===== src/rtl/rect_sum_calc_pkg.sv =====
// rect_sum_calc_pkg: corner ordering and per-corner sign table for integral-image rectangle sums
package rect_sum_calc_pkg;
  typedef enum logic [1:0] {TL, TR, BR, BL} corner_t;
  localparam logic [3:0] SIGN_NEG = 4'b1010;
endpackage


===== src/rtl/fifo.sv =====
// fifo: power-of-two circular FIFO with show-ahead read and zero-filled preload entries
module fifo #(
  parameter int W_DATA = 8,
  parameter int DEPTH = 4,
  parameter int PRELOAD = 0
) (
  input  logic              clk,
  input  logic              rst,
  input  logic              push,
  input  logic [W_DATA-1:0] push_data,
  input  logic              pop,
  output logic [W_DATA-1:0] pop_data
);
  localparam int AW = DEPTH > 1 ? $clog2(DEPTH) : 1;
  logic [W_DATA-1:0] mem [DEPTH];
  logic [AW-1:0] wr, rd;
  assign pop_data = mem[rd];
  // storage and pointers; PRELOAD entries start as zeros already queued
  always_ff @(posedge clk)
    if (rst) begin
      wr <= AW'(PRELOAD);
      rd <= '0;
      for (int i = 0; i < DEPTH; i++) mem[i] <= '0;
    end else begin
      if (push) begin
        mem[wr] <= push_data;
        wr <= wr + AW'(1);
      end
      if (pop) rd <= rd + AW'(1);
    end
endmodule


===== src/rtl/rect_sum_calc.sv =====
// rect_sum_calc: issues corner reads to an integral image and folds the four responses into a rectangle sum
module rect_sum_calc
  import rect_sum_calc_pkg::*;
#(
  parameter int W_ADDR = 10,
  parameter int W_II = 18,
  parameter int MAX_OUTSTANDING = 4
) (
  input  logic              clk,
  input  logic              rst,
  input  logic              addr_valid,
  output logic              addr_ready,
  input  logic [W_ADDR-1:0] addr_data,
  input  logic              addr_eot,
  output logic              mem_addr_valid,
  input  logic              mem_addr_ready,
  output logic [W_ADDR-1:0] mem_addr_data,
  input  logic              mem_data_valid,
  output logic              mem_data_ready,
  input  logic [W_II-1:0]   mem_data,
  output logic              sum_valid,
  input  logic              sum_ready,
  output logic [W_II-1:0]   sum_data,
  output logic              err
);
  localparam int OW = $clog2(MAX_OUTSTANDING) + 1;
  logic [OW-1:0] outst;
  logic credit_ok, req_fire, rsp_fire, tag, last;
  corner_t idx;
  logic [W_II-1:0] acc, val;
  assign credit_ok = outst < OW'(MAX_OUTSTANDING);
  assign mem_addr_valid = addr_valid & credit_ok;
  assign mem_addr_data = addr_data;
  assign addr_ready = mem_addr_ready & credit_ok;
  assign req_fire = mem_addr_valid & mem_addr_ready;
  assign last = idx == BL;
  assign mem_data_ready = !(sum_valid && !sum_ready && last);
  assign rsp_fire = mem_data_valid & mem_data_ready;
  fifo #(.W_DATA(1), .DEPTH(MAX_OUTSTANDING), .PRELOAD(0)) u_tag (
    .clk(clk),
    .rst(rst),
    .push(req_fire),
    .push_data(addr_eot),
    .pop(rsp_fire),
    .pop_data(tag)
  );
  // signed corner contribution; TL starts a fresh accumulation
  always_comb val = (idx == TL ? '0 : acc) + (SIGN_NEG[idx] ? -mem_data : mem_data);
  // reads in flight, gating new requests
  always_ff @(posedge clk)
    if (rst) outst <= '0;
    else outst <= outst + OW'(req_fire) - OW'(rsp_fire);
  // corner tracking, accumulation and eot-tag consistency; any eot tag realigns to TL
  always_ff @(posedge clk)
    if (rst) begin
      idx <= TL;
      acc <= '0;
      err <= 1'b0;
    end else if (rsp_fire) begin
      idx <= tag ? TL : corner_t'(idx + 2'd1);
      acc <= last ? '0 : val;
      err <= err | (tag != last);
    end
  // output register, held until taken; a new BL result may replace a sum taken this cycle
  always_ff @(posedge clk)
    if (rst) begin
      sum_valid <= 1'b0;
      sum_data <= '0;
    end else if (rsp_fire && last) begin
      sum_valid <= 1'b1;
      sum_data <= val;
    end else if (sum_ready) sum_valid <= 1'b0;
endmodule


===== config.mk =====
export PLATFORM = sky130hd
export DESIGN_NAME = rect_sum_calc
export DESIGN_NICKNAME = d
export VERILOG_FILES = /design/src/rtl/rect_sum_calc_pkg.sv /design/src/rtl/fifo.sv /design/src/rtl/rect_sum_calc.sv
export SDC_FILE = /design/constraint.sdc
export NUM_CORES = 1
export LEC_CHECK = 0
export ABC_AREA = 0
export BUFFER_PORTS_ARGS = -buffer_cell sky130_fd_sc_hd__buf_2
export CAP_MARGIN = 5
export CORE_UTILIZATION = 60
export DETAILED_ROUTE_END_ITERATION = 10
export GPL_TIMING_DRIVEN = 0
export PLACE_DENSITY = 0.86
export SYNTH_ARGS = -nofsm -noshare
export SYNTH_HDL_FRONTEND = slang
export SYNTH_SLANG_ARGS = --single-unit

===== constraint.sdc =====
create_clock -name clk -period 6 [get_ports clk]
set_input_delay 0.6 -clock clk [delete_from_list [all_inputs] [get_ports clk]]
set_output_delay 0.6 -clock clk [all_outputs]
set_load 0.01 [all_outputs]

======== Yosys cells after proc, flatten, opt, wreduce, memory -nomap -nowiden ========
Memories as Yosys holds them, arrays and structs flattened. A register that Yosys moved wholly into a read port is not among the register bits.
Cells that the tools add are included.
Widths: inputs -> output; s select.
storage, ports and cells
  register bits ........................... 47
  input port bits ......................... 35
  output and inout port bits .............. 33
  memories kept ........................... 1
  bits in writable memories ............... 4
memory list
  memory     depth  width  read ports  clocked after Yosys merged registers in  wr ports  RTL line    RTL
  u_tag.mem  4      1      1           1                                        4         fifo.sv:15  logic [W_DATA-1:0] mem [DEPTH];
cells by class
  bitwise logic cells ..................... 5
  reduce and logical (&&, ||, !) cells .... 8
  magnitude comparators ................... 2
  add/sub/neg operators ................... 7
  equal/unequal tests ..................... 2
  multiplexer cells ....................... 18
operators by type and width
  kind                 number
  $mux 18              3
  $add 18x18->18       1
  $neg 18->18          1
  $mux 1               10
  $mux 2               4
  $add 2x1->2 const B  3
  $and 1x1->1          4
  $add 3x1->3          1
  $logic_and 1x1->1    3
  $lt 2x3->1 const B   1
  $lt 3x3->1 const B   1
  $sub 3x1->3          1
  $bmux 1 s2           1
  $eq 2x2->1 const B   1
  $logic_not 1->1      2
  $logic_not 2->1      1
  $reduce_bool 2->1    1
  $ne 1x1->1           1
  $or 1x1->1           1
  $reduce_or 1->1      1

======== Logic depth before layout (Yosys ltp) ========
  depth after elaboration ................. 8
  mapped depth ............................ 17

======== Cells and area by module ========
A second synthesis with hierarchy kept.
unflattened totals
  cells, all modules ...................... 449
  area total of the unflattened synthesis .. 3599.7 µm²
modules (own cells, without submodules)
  module         instances  area an instance (µm²)  cells an instance  seq. area each (µm²)
  rect_sum_calc  1          3180.6                  413                860.8
  fifo           1          419.2                   36                 240.2

======== Worst setup path before layout ========
Ideal clock, no wire load.
  path type ............................... in2reg
  start ................................... input mem_data[1]
  end ..................................... register sum_data[17]
  buffers on the path ..................... 0
  path slack .............................. 2.257 ns
  setup time .............................. 0.117 ns
  stages on the path ...................... 16
  arrival time ............................ 3.626 ns
  cells stage by stage .................... inv_1 -> ha_1 -> nand2b_1 -> nand2b_1 -> or2_2 -> or4_2 -> o21ai_1 -> xnor2_1 -> ha_1 -> a21oi_1 -> a21boi_0 -> o21ai_0 -> nor2_1 -> a211o_2 -> o211ai_2 -> nand2_1
on the way
  cells in the longest elaborated chain, start to end .. 3
ends and longest elaborated chain
  what                    RTL line             RTL
  start: declaration      rect_sum_calc.sv:20  input logic [W_II-1:0] mem_data,
  $neg 18->18             rect_sum_calc.sv:48  always_comb val = (idx == TL ? '0 : acc) + (SIGN_NEG[idx] ? -mem_data : mem_data);
  $mux 18 (*)             rect_sum_calc.sv:48
  $add 18x18->18 (*)      rect_sum_calc.sv:48
  end signal: assignment  rect_sum_calc.sv:71  sum_data <= val;
  end: declaration        rect_sum_calc.sv:23  output logic [W_II-1:0] sum_data,
Mark *: on every way between the ends. The rest lies on a longest branch, timed or not.
A chain may end at the register's enable or synchronous reset.

======== Final worst setup path ========
  start ................................... register idx[0]
  end ..................................... register sum_data[17]
on the way
  cells in the longest elaborated chain, start to end .. 5
  elaborated cells on any way between the ends .. 11
  those cells by class .................... add/sub (1); eq/ne (1); mux (4); bitwise (1); reduce/logical (4)
ends and longest elaborated chain
  what                                                    RTL line             RTL
  start: declaration                                      rect_sum_calc.sv:29  corner_t idx;
  start signal: assignment                                rect_sum_calc.sv:60  idx <= tag ? TL : corner_t'(idx + 2'd1);
  branches (longest 5 deep; another with $add 18x18->18)  -
Parallel ways; which one is timed is not known. The select of a mux whose other input is x is not followed.

==> flow_metrics.tcl <==
set metrics [dict create \
    p_comb_share_pct 31.8 \
    swShare_pct 32.7 \
    drive_gt1_share_pct 18.7 \
    root_buffer "clkbuf_8" \
    use_met3_pct 4.29 \
    diodes 0 \
    postCtsSetupRepairBufs 0 \
    drc_errors 0 \
    multiInputGateArea_um2 2050 \
    hp-start "acc[0]" \
    syn-instance-count 411 \
    synth_mux_area_share_pct 0.996 \
    drtPass1Iterations 5 \
    hold_path_depth 2 \
    hold_violations 0 \
    synth-compound-area-share_pct 17.6 \
    async_flop_share_pct 0 \
    place.gp.congestion 0.847 \
    rsz0062_at_grt "false" \
    synthTopCellsByCount "dfxtp_1, nand2_1, nor2_1" \
    cts.clk_slew.worst_paths_ns 0.09 \
    powerDensity_nw_per_um2 226 \
    p_int_mw 0.585 \
    startpoint_type "register" \
    grt_busiest_layer "met2" \
    setup_violations 0 \
    synth_nets 470 \
    rr_worst_depth 13 \
    synth_seq_cells 53 \
    synth_top_area_cell "dfxtp_1" \
    synthAdderAreaFrac_pct 9.30 \
    grt_util_met1_pct 35.6 \
    htreeDepth 2 \
    cts.path.max_buffers 2 \
    dp.final_hpwl_um 6250 \
    hold_buffers 0 \
    dp_cells 540 \
    power_mw 0.869 \
    syn_area_per_cell_um2 8.25 \
    fmaxAchievable_mhz 225 \
    slew_violations 0 \
    register_area_um2 1100 \
    p_leak_nw 1.67 \
    use_met2_pct 48.8 \
    min_to "acc[0]" \
    p_switching_mw 0.285 \
    finalCriticalPeriod_ns 4.45 \
    core_area_um2 5470 \
    ys_types 58 \
    synth-simple-area-share_pct 22.9 \
    drt_iter0_markers 144 \
    start_util_pct 62.0 \
    pwr-share-clk_pct 22.1 \
    ioPinCount 68 \
    grt_pass1_vias 2934 \
    synth_edf_count 4 \
    nFillCells 460 \
    io_buffers 57 \
    cts.sinks 53 \
    finalWirelength_um 8140 \
    globalRouteTotalUtil_pct 28.0 \
    grt_pass1_wl_um 13400 \
    finalSetupTns_ns 0 \
    nets 534 \
    clk_latency_ns 0.31 \
    endpoint_kind "register" \
    cts_inserted_buffers 5 \
    worstSetupPathType "reg -> reg" \
    regToRegEndpoint "sum_data[17]" \
    cts_resized 0 \
    hp-class "reg -> reg" \
    setup_ws_ns 1.55 \
    irDropWorstVdd_mv 0.188 \
    yosys_warnings 0 \
    rrSetupSlack_ns 1.55 \
    die_h_um 77.2 \
    synth.area.top_cells "dfxtp_1, ha_1, xnor2_1" \
    rows 27 \
    required_ns 6.20 \
    grt_antenna_before_repair 0 \
    fin_skew_ns 0.00649 \
    maxCapViolCount 0 \
    cp_max_fo 10 \
    wl_per_cell_um 14.8 \
    maxSlewHeadroom_pct 35.2 \
    synthFlopType "dfxtp_1" \
    ys_seq_area_share_pct 32.5 \
    crit_arrival_ns 4.65 \
    p_seq_share_pct 46.2 \
    synth.most_common_cell "dfxtp_1" \
    synth_top_family_by_area "simple AND/OR/NAND/NOR gates" \
    synth-xor-area-share_pct 9.81 \
    status "complete, no violations" \
    stdcell_count 548 \
    grt_max_degree 15 \
    tightest_slew_ns 0.948 \
    yosys.area.top_type_share_pct 28.9 \
    vias 3131 \
    fin_crit_sh_pct 74.2 \
    dp_slack_ns 1.66 \
    drt-vias-per-instance 5.71 \
    synthesis.area_um2 3390 \
    cts_tree "built" \
    placed_cell_area_um2 3770 \
    grt_overflow_total 0 \
    die_w_um 77.2 \
    die_area_um2 5960 \
    r2r-start "idx[0]" \
    final_cell_area_um2 3850 \
    drtAntennaViolNets 0 \
    area_growth_pct 13.4 \
]
[worst max-delay path: stages (launching register included)]
cell and delay, ns:
dfxtp_1 0.44, clkbuf_1 0.42, inv_1 0.16, ha_1 0.36, clkbuf_1 0.29, nor2b_1 0.18, ha_1 0.27, a21oi_1 0.28
o21ai_1 0.21, a2111oi_0 0.90, nor2_1 0.23, a211o_2 0.37, o211ai_2 0.16, nand2_1 0.07
[logic make-up (layout without fill, tap and decap cells)]
family                   count (synthesis)  in the layout
AO/OA/AOI/OAI                           90             90
XOR/XNOR                                38             38
adder cells (fa/ha/maj)                 24             24
buffers and inverters                   47            112
flip-flops                              53             53
multiplexers                             2              2
AND/OR/NAND/NOR                        157            157
[placed cells by master (no fill, tap or decap), types with 3 or more instances in the layout]
master	netlist	layout
nor4_1	4	4
a22oi_1	8	8
clkbuf_8	1	6
xnor2_1	27	27
xor2_1	11	11
o41ai_1	3	3
edfxtp_1	4	4
clkbuf_1	16	19
o21ai_1	4	4
dfxtp_1	49	49
o31ai_1	7	7
a211oi_1	3	3
nor2_1	41	41
nand2b_1	6	6
o21a_1	3	3
a21boi_0	3	3
buf_2	1	58
inv_1	16	16
ha_1	22	22
o21ai_0	9	9
nand3_1	10	10
nor2b_1	21	21
a21oi_1	33	33
buf_4	11	11
and4_1	3	3
nand2_1	48	48
nor3_1	5	5
a21o_1	5	5
[sequential cells by signal (all words and copies together), names as in the netlist, named ones only]
signal	flops
u_tag.wr	2
sum_data	18
acc	18
outst	3
u_tag.rd	2
sum_valid	1
err	1
idx	2
u_tag.mem	4
[power by group through the flow]
stage	clock network [mW]	registers [mW]	logic [mW]
finish	0.192	0.401	0.276
global route	0.206	0.406	0.302
CTS	0.194	0.401	0.272
detailed placement	0	0.410	0.269
global placement	0	0.408	0.260
floorplan	0	0.405	0.202
[how the worst max path moves through the flow]
stage | from | end | slack (ns)
2_1_floorplan | mem_data[1] | sum_data[17] | 2.26
3_3_place_gp | mem_data[0] | sum_data[17] | 1.81
3_5_place_dp | mem_data[0] | sum_data[17] | 1.66
4_1_cts | idx[0] | sum_data[17] | 1.69
5_1_grt | idx[0] | acc[13] | 1.37
6_report | idx[0] | sum_data[17] | 1.55
[area by class of cell]
type / instances / area share, %
inverter: 16 / 1.56
clock buffer: 8 / 2.08
sequential: 53 / 28.6
multi-input combinational: 311 / 53.4
buffer: 31 / 4.59
tap: 72 / 2.34
timing repair buffer: 57 / 7.41
[layer usage]
metal  share of wire, %  wire length, µm
met5                  0                0
met4                1.3              104
met3                5.3              431
met2                 49             3990
met1                 44             3610
[per-stage QoR]
stage	hold slack (ns)	utilization, %
finish	0.458	70.3
global route	0.478	70.3
CTS	0.458	70.3
detailed placement	0.445	68.8
global placement	0.439	68.8
floorplan	0.427	-
(Power assumes the default switching activity.)
